===== config.mk =====
export PLATFORM = sky130hd
export DESIGN_NAME = ssram_arbiter
export DESIGN_NICKNAME = d
export VERILOG_FILES = /design/src/rtl/ssram_arbiter.sv
export SDC_FILE = /design/constraint.sdc
export NUM_CORES = 1
export LEC_CHECK = 0
export CORE_MARGIN = 8
export CORE_UTILIZATION = 60
export CTS_CLUSTER_DIAMETER = 150
export CTS_CLUSTER_SIZE = 20
export DETAILED_ROUTE_END_ITERATION = 8
export DONT_BUFFER_PORTS = 1
export PLACE_DENSITY = 0.85
export SETUP_SLACK_MARGIN = 0.5
export SLEW_MARGIN = 10
export SYNTH_ARGS = -nofsm -noshare
export SYNTH_HDL_FRONTEND = slang
export SYNTH_SLANG_ARGS = --single-unit

===== constraint.sdc =====
create_clock -name clk -period 2.8 [get_ports clk]
set_input_delay 0.56 -clock clk [delete_from_list [all_inputs] [get_ports clk]]
set_output_delay 0.56 -clock clk [all_outputs]
set_load 0.02 [all_outputs]

===== src/rtl/ssram_arbiter.sv =====
`default_nettype none
// ============================================================================
// Module      : ssram_arbiter
// Description : Two-port (A: cartridge bus, B: loader/DMA) request arbiter in
//               front of the ssram serial-SRAM controller. Serialises one
//               access at a time, steers read data back to the issuing port
//               and forces completion of reads that never return data.
// Revision    : 1.0 - initial release
// ============================================================================
module ssram_arbiter #(
  parameter int FIXED_PRIORITY = 0,
  parameter int READ_TIMEOUT   = 255
) (
  input  logic        clk,
  input  logic        reset_n,
  // port A
  input  logic [18:0] a_address,
  input  logic        a_valid,
  output logic        a_ready,
  input  logic        a_write,
  input  logic [7:0]  a_wdata,
  output logic [7:0]  a_rdata,
  output logic        a_rdata_en,
  // port B
  input  logic [18:0] b_address,
  input  logic        b_valid,
  output logic        b_ready,
  input  logic        b_write,
  input  logic [7:0]  b_wdata,
  output logic [7:0]  b_rdata,
  output logic        b_rdata_en,
  // ssram controller side
  output logic [18:0] ssram_address,
  output logic        ssram_valid,
  input  logic        ssram_ready,
  output logic        ssram_write,
  output logic [7:0]  ssram_wdata,
  input  logic [7:0]  ssram_rdata,
  input  logic        ssram_rdata_en,
  output logic        timeout_error
);

  localparam logic [1:0]  ST_IDLE      = 2'd0;
  localparam logic [1:0]  ST_ISSUE     = 2'd1;
  localparam logic [1:0]  ST_WAIT_RD   = 2'd2;
  localparam logic        PORT_A       = 1'b0;
  localparam logic        PORT_B       = 1'b1;
  localparam logic [15:0] TIMEOUT_LAST = 16'(READ_TIMEOUT - 1);

  logic [1:0]  state_q, state_d;
  logic [18:0] addr_q, addr_d;
  logic [7:0]  wdata_q, wdata_d;
  logic        write_q, write_d;
  logic        valid_q, valid_d;
  logic        owner_q, owner_d;
  logic        last_grant_q, last_grant_d;
  logic [15:0] cnt_q, cnt_d;
  logic [7:0]  a_rdata_q, a_rdata_d;
  logic [7:0]  b_rdata_q, b_rdata_d;

  logic        w_sel;
  logic        w_accept;
  logic        w_rd_timeout;
  logic        w_rd_done;
  logic [7:0]  w_rd_value;

  // Arbitration: pick the port that would be granted if the arbiter is idle.
  always_comb begin
    w_sel = PORT_A;
    if (a_valid && b_valid) begin
      if (FIXED_PRIORITY != 0) begin
        w_sel = PORT_A;
      end else begin
        w_sel = ~last_grant_q;
      end
    end else if (b_valid) begin
      w_sel = PORT_B;
    end
    w_accept = (state_q == ST_IDLE) && (a_valid || b_valid);
  end

  // Read completion: real data takes precedence over the watchdog.
  always_comb begin
    w_rd_timeout = (state_q == ST_WAIT_RD) && !ssram_rdata_en && (cnt_q == TIMEOUT_LAST);
    w_rd_done    = ((state_q == ST_WAIT_RD) && ssram_rdata_en) || w_rd_timeout;
    w_rd_value   = ssram_rdata_en ? ssram_rdata : 8'hFF;
  end

  // State register.
  always_ff @(posedge clk or negedge reset_n) begin
    if (!reset_n) begin
      state_q <= ST_IDLE;
    end else begin
      state_q <= state_d;
    end
  end

  // Next-state logic: one outstanding access at a time.
  always_comb begin
    state_d = state_q;
    case (state_q)
      ST_IDLE: begin
        if (w_accept) state_d = ST_ISSUE;
      end
      ST_ISSUE: begin
        if (ssram_ready) state_d = write_q ? ST_IDLE : ST_WAIT_RD;
      end
      ST_WAIT_RD: begin
        if (w_rd_done) state_d = ST_IDLE;
      end
      default: state_d = ST_IDLE;
    endcase
  end

  // Datapath next values: request latch, watchdog counter, held read data.
  always_comb begin
    addr_d       = addr_q;
    wdata_d      = wdata_q;
    write_d      = write_q;
    valid_d      = valid_q;
    owner_d      = owner_q;
    last_grant_d = last_grant_q;
    cnt_d        = cnt_q;
    a_rdata_d    = a_rdata_q;
    b_rdata_d    = b_rdata_q;
    case (state_q)
      ST_IDLE: begin
        if (w_accept) begin
          addr_d       = (w_sel == PORT_B) ? b_address : a_address;
          wdata_d      = (w_sel == PORT_B) ? b_wdata   : a_wdata;
          write_d      = (w_sel == PORT_B) ? b_write   : a_write;
          valid_d      = 1'b1;
          owner_d      = w_sel;
          last_grant_d = w_sel;
        end
      end
      ST_ISSUE: begin
        if (ssram_ready) begin
          valid_d = 1'b0;
          cnt_d   = 16'd0;
        end
      end
      ST_WAIT_RD: begin
        cnt_d = cnt_q + 16'd1;
        if (w_rd_done) begin
          if (owner_q == PORT_B) begin
            b_rdata_d = w_rd_value;
          end else begin
            a_rdata_d = w_rd_value;
          end
        end
      end
      default: ;
    endcase
  end

  // Datapath registers; last_grant resets to B so A wins the first tie.
  always_ff @(posedge clk or negedge reset_n) begin
    if (!reset_n) begin
      addr_q       <= 19'd0;
      wdata_q      <= 8'd0;
      write_q      <= 1'b0;
      valid_q      <= 1'b0;
      owner_q      <= PORT_A;
      last_grant_q <= PORT_B;
      cnt_q        <= 16'd0;
      a_rdata_q    <= 8'd0;
      b_rdata_q    <= 8'd0;
    end else begin
      addr_q       <= addr_d;
      wdata_q      <= wdata_d;
      write_q      <= write_d;
      valid_q      <= valid_d;
      owner_q      <= owner_d;
      last_grant_q <= last_grant_d;
      cnt_q        <= cnt_d;
      a_rdata_q    <= a_rdata_d;
      b_rdata_q    <= b_rdata_d;
    end
  end

  // Outputs: ready and read-return strobes are combinational, same cycle.
  always_comb begin
    a_ready       = (state_q == ST_IDLE) && a_valid && (w_sel == PORT_A);
    b_ready       = (state_q == ST_IDLE) && b_valid && (w_sel == PORT_B);
    a_rdata_en    = w_rd_done && (owner_q == PORT_A);
    b_rdata_en    = w_rd_done && (owner_q == PORT_B);
    a_rdata       = a_rdata_en ? w_rd_value : a_rdata_q;
    b_rdata       = b_rdata_en ? w_rd_value : b_rdata_q;
    timeout_error = w_rd_timeout;
    ssram_address = addr_q;
    ssram_wdata   = wdata_q;
    ssram_write   = write_q;
    ssram_valid   = valid_q;
  end

endmodule
`default_nettype wire


## Yosys cells after proc, flatten, opt, wreduce, memory -nomap -nowiden

Index checks and enable logic that the tools add are counted.
W data, S select, Z words.

| storage, ports and cells | value |
|---|---|
| bits in registers | 65 |
| bits of input ports | 70 |
| output and inout port bits | 50 |

| cells by class | value |
|---|---|
| add/sub/neg operators | 1 |
| equal/unequal tests | 6 |
| multiplexer cells | 18 |
| bitwise logic cells | 3 |
| reduce and logical (&&, ||, !) cells | 23 |

Operators by type and width:

| operator | number |
|---|---|
| $mux W8 | 4 |
| $pmux W16 S2 | 1 |
| $mux W19 | 1 |
| $add A16 B1 Y16 const B | 1 |
| $eq A16 B8 Y1 const B | 1 |
| $mux W16 | 1 |
| $reduce_and A3 Y1 | 4 |
| $logic_and A1 B1 Y1 | 11 |
| $mux W2 | 4 |
| $ne A2 B2 Y1 const B | 3 |
| $pmux W2 S3 | 1 |
| $mux W1 | 5 |
| $reduce_and A2 Y1 | 2 |
| $reduce_bool A2 Y1 | 2 |
| $not A1 Y1 | 3 |
| $eq A2 B1 Y1 const B | 1 |
| $eq A2 B2 Y1 const B | 1 |
| $logic_not A2 Y1 | 1 |
| $logic_or A1 B1 Y1 | 2 |
| $pmux W1 S2 | 1 |
| $logic_not A1 Y1 | 1 |

## Depth between registers and ports, before layout

Gate-level depths: netlist (run 1).

| logic depth | value |
|---|---|
| word-level depth | 6 |
| mapped depth | 6 |

## Least setup slack after synthesis (run 1)

Ideal clock, no wire load.

| path | value |
|---|---|
| path kind | input -> output |
| start point | in ssram_rdata_en |
| end point | out a_rdata[0] |
| arrival | 1,779 ps |
| setup slack | 461 ps |
| stages on the path | 4 |
| path buffers | 1 |
| cells stage by stage | or4_4 -> o41ai_4 -> buf_6 -> o21a_1 |

| on the way | value |
|---|---|
| longest elaborated chain between the ends | 6 |
| elaborated cells between the ends (all ways) | 8 |
| classes of those cells | 2 x mux; 6 x reduce/logical |

RTL lines:

| what | RTL line | text |
|---|---|---|
| from (decl) | 39 | `input logic ssram_rdata_en,` |
| $logic_not A1 Y1 | 84 | `w_rd_timeout = (state_q == ST_WAIT_RD) && !ssram_rdata_en && (cnt_q == TIMEOUT_LAST);` |
| $logic_and A1 B1 Y1 (2 in series) | 84 |  |
| $logic_or A1 B1 Y1 | 85 | `w_rd_done = ((state_q == ST_WAIT_RD) && ssram_rdata_en) \|\| w_rd_timeout;` |
| $logic_and A1 B1 Y1 | 186 | `a_rdata_en = w_rd_done && (owner_q == PORT_A);` |
| $mux W8 (*) | 188 | `a_rdata = a_rdata_en ? w_rd_value : a_rdata_q;` |
| to (decl) | 22 | `output logic [7:0] a_rdata,` |

Every way passes the cells marked *; elsewhere a longest branch is shown, timed or not.

## Final worst setup path (run 1)

| path | value |
|---|---|
| start point | reg cnt_q[12] |
| end point | out a_rdata_en |

| on the way | value |
|---|---|
| longest elaborated chain between the ends | 4 |

RTL lines:

| what | RTL line | text |
|---|---|---|
| from (decl) | 57 | `logic [15:0] cnt_q, cnt_d;` |
| from (signal assigned) | 176 | `cnt_q <= cnt_d;` |
| $eq A16 B8 Y1 | 84 |  |
| $logic_and A1 B1 Y1 | 84 |  |
| $logic_or A1 B1 Y1 | 85 |  |
| $logic_and A1 B1 Y1 | 186 |  |
| to (decl) | 23 | `output logic a_rdata_en,` |

Every way passes these cells.

==> out/metrics.yaml, run 1 <==
run_status:
  status: "complete, no violations"
sta:
  slew_headroom_pct: 32.6
  skew_ps: 3.51
  period_share_pct: 97.2
  hold_violations: 0
  holdWs_ps: 73.7
  rsz0062_at_grt: "true"
  fmax_mhz: 367
  slew_viol_final: 0
  period_needed_ps: 2720
  setup_viol: 0
  fin_ws_ps: 77.7
  max_slew.worst_pin.slew_ps: 1010
floorplan:
  die_h_um: 89.9
  std_cell_rows: 27
  start_util_pct: 60.7
  core_area_um2: 5410
  die_x_um: 89.9
  ioPinCount: 120
  fp.dieArea_um2: 8090
routing:
  highest_layer: "met4"
  routed-via-count: 2583
  m1WireLength_um: 3240
  drt-initial-drc-count: 178
  post_drt_wl_per_cell_um: 19.7
  routed_wl_um: 8290
  dr_wl_met2_um: 4230
  drt_pre_antenna_iters: 4
  postRouteAntennaNets: 0
  wl_met3_um: 659
  vias_per_cell: 6.14
  drc_errors: 0
synthesis:
  synth_most_common_cell: "dfrtp_1"
  synth_top_family_by_area: "compound AO/OA/AOI/OAI gates"
  synth_top_area_cell: "dfrtp_1"
  synthXorXnorAreaFrac_pct: 0.534
  synth_cell_type_count: 42
  synthAdderAreaFrac_pct: 0.763
  synth_compound_area_share_pct: 21.6
  syn_area_per_cell_um2: 9.73
  syn-instance-count: 337
  synth-main-ff-cell: "dfrtp_1"
  syn_nets: 409
  synth.top_cells.by_area: "dfrtp_1, mux2i_1, o21a_1, o21ai_0, nand2_1"
  synth-seq-cells: 65
  synth_top_area_share_pct: 48.8
  synth_edf_count: 0
  synthMuxAreaShare_pct: 8.85
  synth_common_cells: "dfrtp_1, o21ai_0, nand2_1"
  yosysWarnings: 0
  yosysSeqAreaShare_pct: 49.6
  async_flop_share_pct: 100
  synth_area_um2: 3280
  synth-simple-area-share_pct: 15.0
worst_setup_path:
  start_kind: "flop"
  r2r_end: "b_rdata_q[7]$_DFFE_PN0P_"
  critPathTopFamily: "simple AND/OR/NAND/NOR gates"
  crit_required_ps: 2240
  r2r_slack_ps: 690
  worst-path-max-fanout: 7
  timing.rr.start: "cnt_q[12]$_DFFE_PN0P_"
  end_kind: "output pin"
  cpPeakStageDelay_ps: 420
  crit_chain: "nor4_2 > nand3b_1 > o41ai_4 > buf_4 > buf_8 > nor2b_4"
  critical_path_arrival_ps: 2160
  slowest_stage: "dfrtp_1"
  path_buf_inv: 2
  worst-path-stages: 6
  critPathKind: "flop to output pin"
  r2r.worst_path.cells: 8
grt:
  grt_pass1_wl_um: 13500
  grt_max_degree: 65
  track_usage_pct: 20.4
  grt_pass1_vias: 2677
  grt.overflow.total: 0
  antenna_found_initial: 0
placement:
  place_ws_ps: 302
  gp_congestion: 0.879
  port_buffers: 0
  dpl.hpwl_um: 5700
run:
  drv_cap: 0
cts:
  tritoncts: "yes"
  cts_root_buf: "clkbuf_8"
  cts_made_buffers: 9
  clkLatencyLatePin_ps: 320
  htree_num_levels: 3
  cts_sinks: 65
  path_clk_slew_ps: 70
  cts_buffer_depth: 2
cells_and_area:
  nFillCells: 392
  diodes: 0
  syn2layout_area_growth_pct: 14.8
  nNetsFinal: 418
  drive_gt1_share_pct: 18.1
power:
  power_density_nw_per_um2: 1040
  leakage_nw: 1.69
  ir_drop_uv: 681
min_path:
  hold_path_class: "primary input to asynchronous set/reset pin"
==> worst register-to-register path, delay by kind of cell (launching register included) <==
| family | cells | cell delay [ps] |
|---|---|---|
| AO/OA/AOI/OAI | 2 | 530 |
| buffers and inverters | 4 | 590 |
| flip-flops | 1 | 420 |
| AND/OR/NAND/NOR | 2 | 510 |
==> per-layer routing <==
metal / vias up / GRT usage, %
li1: 1213 / -
met1: 1250 / 23.6
met2: 103 / 33.5
met3: 17 / 7.32
met4: 0 / 8.32
met5: - / 0
==> how the worst max path moves through the flow <==
stage	from	slack, ps	endpoint
floorplan	ssram_rdata_en	460	a_rdata[0]
global placement	cnt_q[12]$_DFFE_PN0P_	410	a_rdata_en
detailed placement	cnt_q[13]$_DFFE_PN0P_	300	a_rdata_en
CTS	cnt_q[8]$_DFFE_PN0P_	110	a_rdata_en
global route	cnt_q[12]$_DFFE_PN0P_	-0.8	a_rdata_en
finish	cnt_q[12]$_DFFE_PN0P_	80	a_rdata_en
==> registers in the layout, summed over array words and instances (netlist names) <==
name and cells:
ssram_address 19, cnt_q 16, a_rdata_q 8, b_rdata_q 8
ssram_wdata 8, state_q 2, last_grant_q 1, owner_q 1
ssram_valid 1, ssram_write 1
==> cell families (layout without fill, tap and decap cells) <==
| kind of cell | after synthesis | in the layout |
|---|---|---|
| muxes | 29 | 29 |
| AOI/OAI and AO/OA | 112 | 112 |
| xor gates and xnor gates | 2 | 2 |
| buffers and inverters | 25 | 37 |
| and+or+nand+nor | 102 | 102 |
| DFF | 65 | 65 |
| adders and majority gates | 2 | 2 |
==> timing repair <==
item | 4_1_cts | 5_1_grt
hold endpoints to repair | 64 | 0
pin swaps | 3 | 3
cloned | 2 | 0
gates resized for setup | 22 | 4
setup buffers | 7 | 3
hold buffers | 1 | 0
endpoints found under the setup margin | 19 | 20
==> placed cells by master (no fill, tap or decap), types with 2 or more instances in the layout <==
master    instances
dfrtp_1          63
o21ai_0          48
nand2_1          47
mux2i_1          29
nor2_1           19
o21a_1           18
buf_4            15
a21oi_1          12
o21a_4           12
clkbuf_8         10
nand3_1           9
inv_1             4
o21a_2            4
and2_1            4
o31ai_1           4
a31oi_1           4
nand4_1           4
nand3b_1          3
and4_1            3
clkinv_2          3
buf_8             3
nor4_2            2
and3_1            2
o211ai_1          2
ha_1              2
==> area by class of cell <==
class                           instances  area [um2]  share of cell area [%]
Sequential cell                        65        1630                    43.3
Timing Repair Buffer                   19         185                    4.92
Inverter                                4        15.0                   0.399
Multi-Input combinational cell        247        1660                    44.2
Clock buffer                           10         138                    3.65
Clock inverter                          4        45.0                    1.20
Tap cell                               72        90.1                    2.39
==> stage by stage <==
step | instances | util (%) | instance area, um2 | TNS (ps) | power, W
finish | 421 | 69.7 | 3770 | 0 | 0.00393
floorplan | 337 | - | 3300 | 0 | 0.00272
global placement | 394 | 62.0 | 3350 | 0 | 0.00294
detailed placement | 394 | 62.0 | 3350 | 0 | 0.00301
global route | 421 | 69.7 | 3770 | -0.816 | 0.00417
CTS | 418 | 68.9 | 3720 | 0 | 0.00390
==> power breakdown <==
| group | switching, W | internal, W | total [W] |
|---|---|---|---|
| Sequential | 0.000618 | 0.00127 | 0.00189 |
| Clock | 0.000338 | 0.000421 | 0.000759 |
| Combinational | 0.000750 | 0.000532 | 0.00128 |
| Total | 0.00171 | 0.00222 | 0.00393 |
Note: power is estimated with default switching activity, not from simulation.
==> run 2: changes to the inputs <==
Settings changed: ABC_AREA from default to 1, HOLD_SLACK_MARGIN from default to 0.12.
==> run 2 against run 1 <==
Largest power group unchanged. Global-route usage up 3.6 points. Clock power up 14%. Routed wire length up 30%. Sequential power up 2%.
==> out/metrics.yaml, run 2 <==
run_status:
  status: "complete, no violations"
worst_setup_path:
  crit_start: "cnt_q[0]$_DFFE_PN0P_"
  critical_path_arrival_ps: 1830
  critPathKind: "flop to output pin"
  crit_chain: "inv_2 > ha_4 > nand2_4 > nor2_4 > nand3_4 > nand2_8 > buf_6 > nand3_4 > nand2_4"
  cpPeakStageDelay_ps: 390
  timing.rr.start: "state_q[1]$_DFFE_PN0P_"
  r2r.worst_path.cells: 7
  r2r_slack_ps: 890
  crit_end: "a_rdata[6]"
  worst-path-max-fanout: 5
  r2r_end: "ssram_wdata[4]$_DFFE_PN0P_"
  crit_required_ps: 2240
  end_kind: "output pin"
  start_kind: "flop"
  slowest_stage: "dfrtp_1"
routing:
  postRouteAntennaNets: 0
  routed-via-count: 3219
  routed_wl_um: 10800
  post_drt_wl_per_cell_um: 20.4
  drt-initial-drc-count: 284
  drc_errors: 0
  drt_pre_antenna_iters: 6
  vias_per_cell: 6.07
floorplan:
  fp.dieArea_um2: 8270
  die_x_um: 90.9
  ioPinCount: 120
  core_area_um2: 5470
  std_cell_rows: 27
  start_util_pct: 61.6
  die_h_um: 90.9
grt:
  antenna_found_initial: 0
  grt.overflow.total: 0
  grt_pass1_wl_um: 16000
  track_usage_pct: 24.0
  grt_pass1_vias: 3215
  grt_max_degree: 66
power:
  leakage_nw: 1.89
  ir_drop_uv: 637
  power_density_nw_per_um2: 1050
  power_w: 0.00443
synthesis:
  synthMuxAreaShare_pct: 0
  synthAdderAreaFrac_pct: 0.743
  synth_edf_count: 0
  yosysWarnings: 0
  synthXorXnorAreaFrac_pct: 0.260
  synth_compound_area_share_pct: 11.9
  synth_cell_type_count: 34
  synth_most_common_cell: "nand2_1"
  synth_top_family_by_area: "simple AND/OR/NAND/NOR gates"
  syn_nets: 506
  syn_area_per_cell_um2: 7.76
  synth_area_um2: 3370
  synth.top_cells.by_area: "dfrtp_1, nand2_1, o21ai_0, nor2_1, nand3_1"
  syn-instance-count: 434
  synth-main-ff-cell: "dfrtp_1"
  synth_top_area_cell: "dfrtp_1"
  synth_top_area_share_pct: 47.5
  yosysSeqAreaShare_pct: 48.3
  synth-simple-area-share_pct: 31.9
  synth-seq-cells: 65
  synth_common_cells: "nand2_1, dfrtp_1, o21ai_0"
  async_flop_share_pct: 100
cts:
  tritoncts: "yes"
  clkLatencyLatePin_ps: 340
  cts_sinks: 65
  cts_buffer_depth: 2
  htree_num_levels: 3
  cts_made_buffers: 9
  path_clk_slew_ps: 80
  cts_root_buf: "clkbuf_8"
sta:
  fmax_mhz: 419
  rsz0062_at_grt: "true"
  period_needed_ps: 2390
  setup_viol: 0
  setup-tns-final_ps: 0
  skew_ps: 7.77
  max_slew.worst_pin.slew_ps: 847
  period_share_pct: 85.3
  slew_headroom_pct: 43.5
  slew_viol_final: 0
  hold_violations: 0
cells_and_area:
  final_cell_mix: "nand2_1, dfrtp_1, o21ai_0"
  final_common_cell: "nand2_1"
  instances_no_fill: 530
  nNetsFinal: 524
  syn2layout_area_growth_pct: 24.8
  final_area_um2: 4200
  largest_reg_flops: 19
  drive_gt1_share_pct: 27.4
  final_util_pct: 76.8
placement:
  dp.cells: 495
  gp_congestion: 0.889
  placed_area_um2: 3390
  port_buffers: 0
  dpl.hpwl_um: 6140
min_path:
  hold_path_class: "primary input to flop"
  min_path_cells: 2
run:
  drv_cap: 0
## run 2: cell types whose count changed after synthesis, sizes merged, moves of 5 or more
| cell | delta |
|---|---|
| inv | +28 |
| or2 | +9 |
| a21oi | -8 |
| mux2i | -29 |
| nor2 | +34 |
| buf | +5 |
| nand2 | +85 |
| o21ai | +18 |
| nand3 | +23 |
| o21a | -34 |
| clkbuf | -10 |
## run 2: kinds of logic after synthesis
| kind of cell | Yosys count |
|---|---|
| AOI/OAI and AO/OA | 77 |
| xor gates and xnor gates | 1 |
| adders and majority gates | 2 |
| buffers and inverters | 49 |
| and+or+nand+nor | 240 |
| DFF | 65 |
## run 2: final cells by class
class                           count  area (um2)
Fill cell                         345        1270
Clock inverter                      6        82.6
Antenna cell                        1        2.50
Timing Repair Buffer               21         211
Multi-Input combinational cell    322        1920
Inverter                           33         134
Tap cell                           72        90.1
Sequential cell                    65        1640
Clock buffer                       10         128
## run 2: metrics by stage
stage / hold slack (ps) / setup WS, ps
after global placement: 267 / 614
final: 393 / 412
after detailed placement: 267 / 565
after floorplan: 264 / 792
after global routing: 387 / 346
after CTS: 384 / 504
## run 2: repair_timing
item,in CTS,in global routing
buffers inserted,11,3
hold buffers,2,0
gates resized for setup,75,27
pin swaps,20,11
hold endpoints to repair,65,0
gates cloned,2,0
setup endpoints to repair,18,20
## run 2: worst min-delay path by stage
stage	from	to	slack, ps
after detailed placement	reset_n	cnt_q[7]$_DFFE_PN0P_	270
after CTS	b_address[14]	ssram_address[14]$_DFFE_PN0P_	380
after floorplan	reset_n	a_rdata_q[0]$_DFFE_PN0P_	260
final	b_address[10]	ssram_address[10]$_DFFE_PN0P_	390
after global routing	b_address[9]	ssram_address[9]$_DFFE_PN0P_	390
after global placement	reset_n	cnt_q[7]$_DFFE_PN0P_	270
## run 2: worst max-delay path: cells and delay by family (launching register included)
family | cells | cell delay, ps
adders and majority gates | 1 | 160
buffers and inverters | 2 | 240
DFF | 1 | 390
and+or+nand+nor | 6 | 700
## run 2: metal layers
metal | part of all wire (%) | routed length [um] | track usage (%) | vias up
li1 | - | - | - | 1451
met2 | 48 | 5180 | 39.1 | 213
met1 | 38 | 4160 | 27.8 | 1513
met5 | 0 | 0 | 0 | -
met4 | 3.6 | 384 | 10.9 | 0
met3 | 10 | 1090 | 8.40 | 42
## run 2: report_power, final
group          internal [W]  leakage [nW]  total (W)  switching [W]
Sequential          0.00132         0.812    0.00193       0.000614
Clock              0.000497         0.106   0.000869       0.000372
Combinational      0.000527         0.967    0.00163        0.00110
Total               0.00234          1.89    0.00443        0.00209
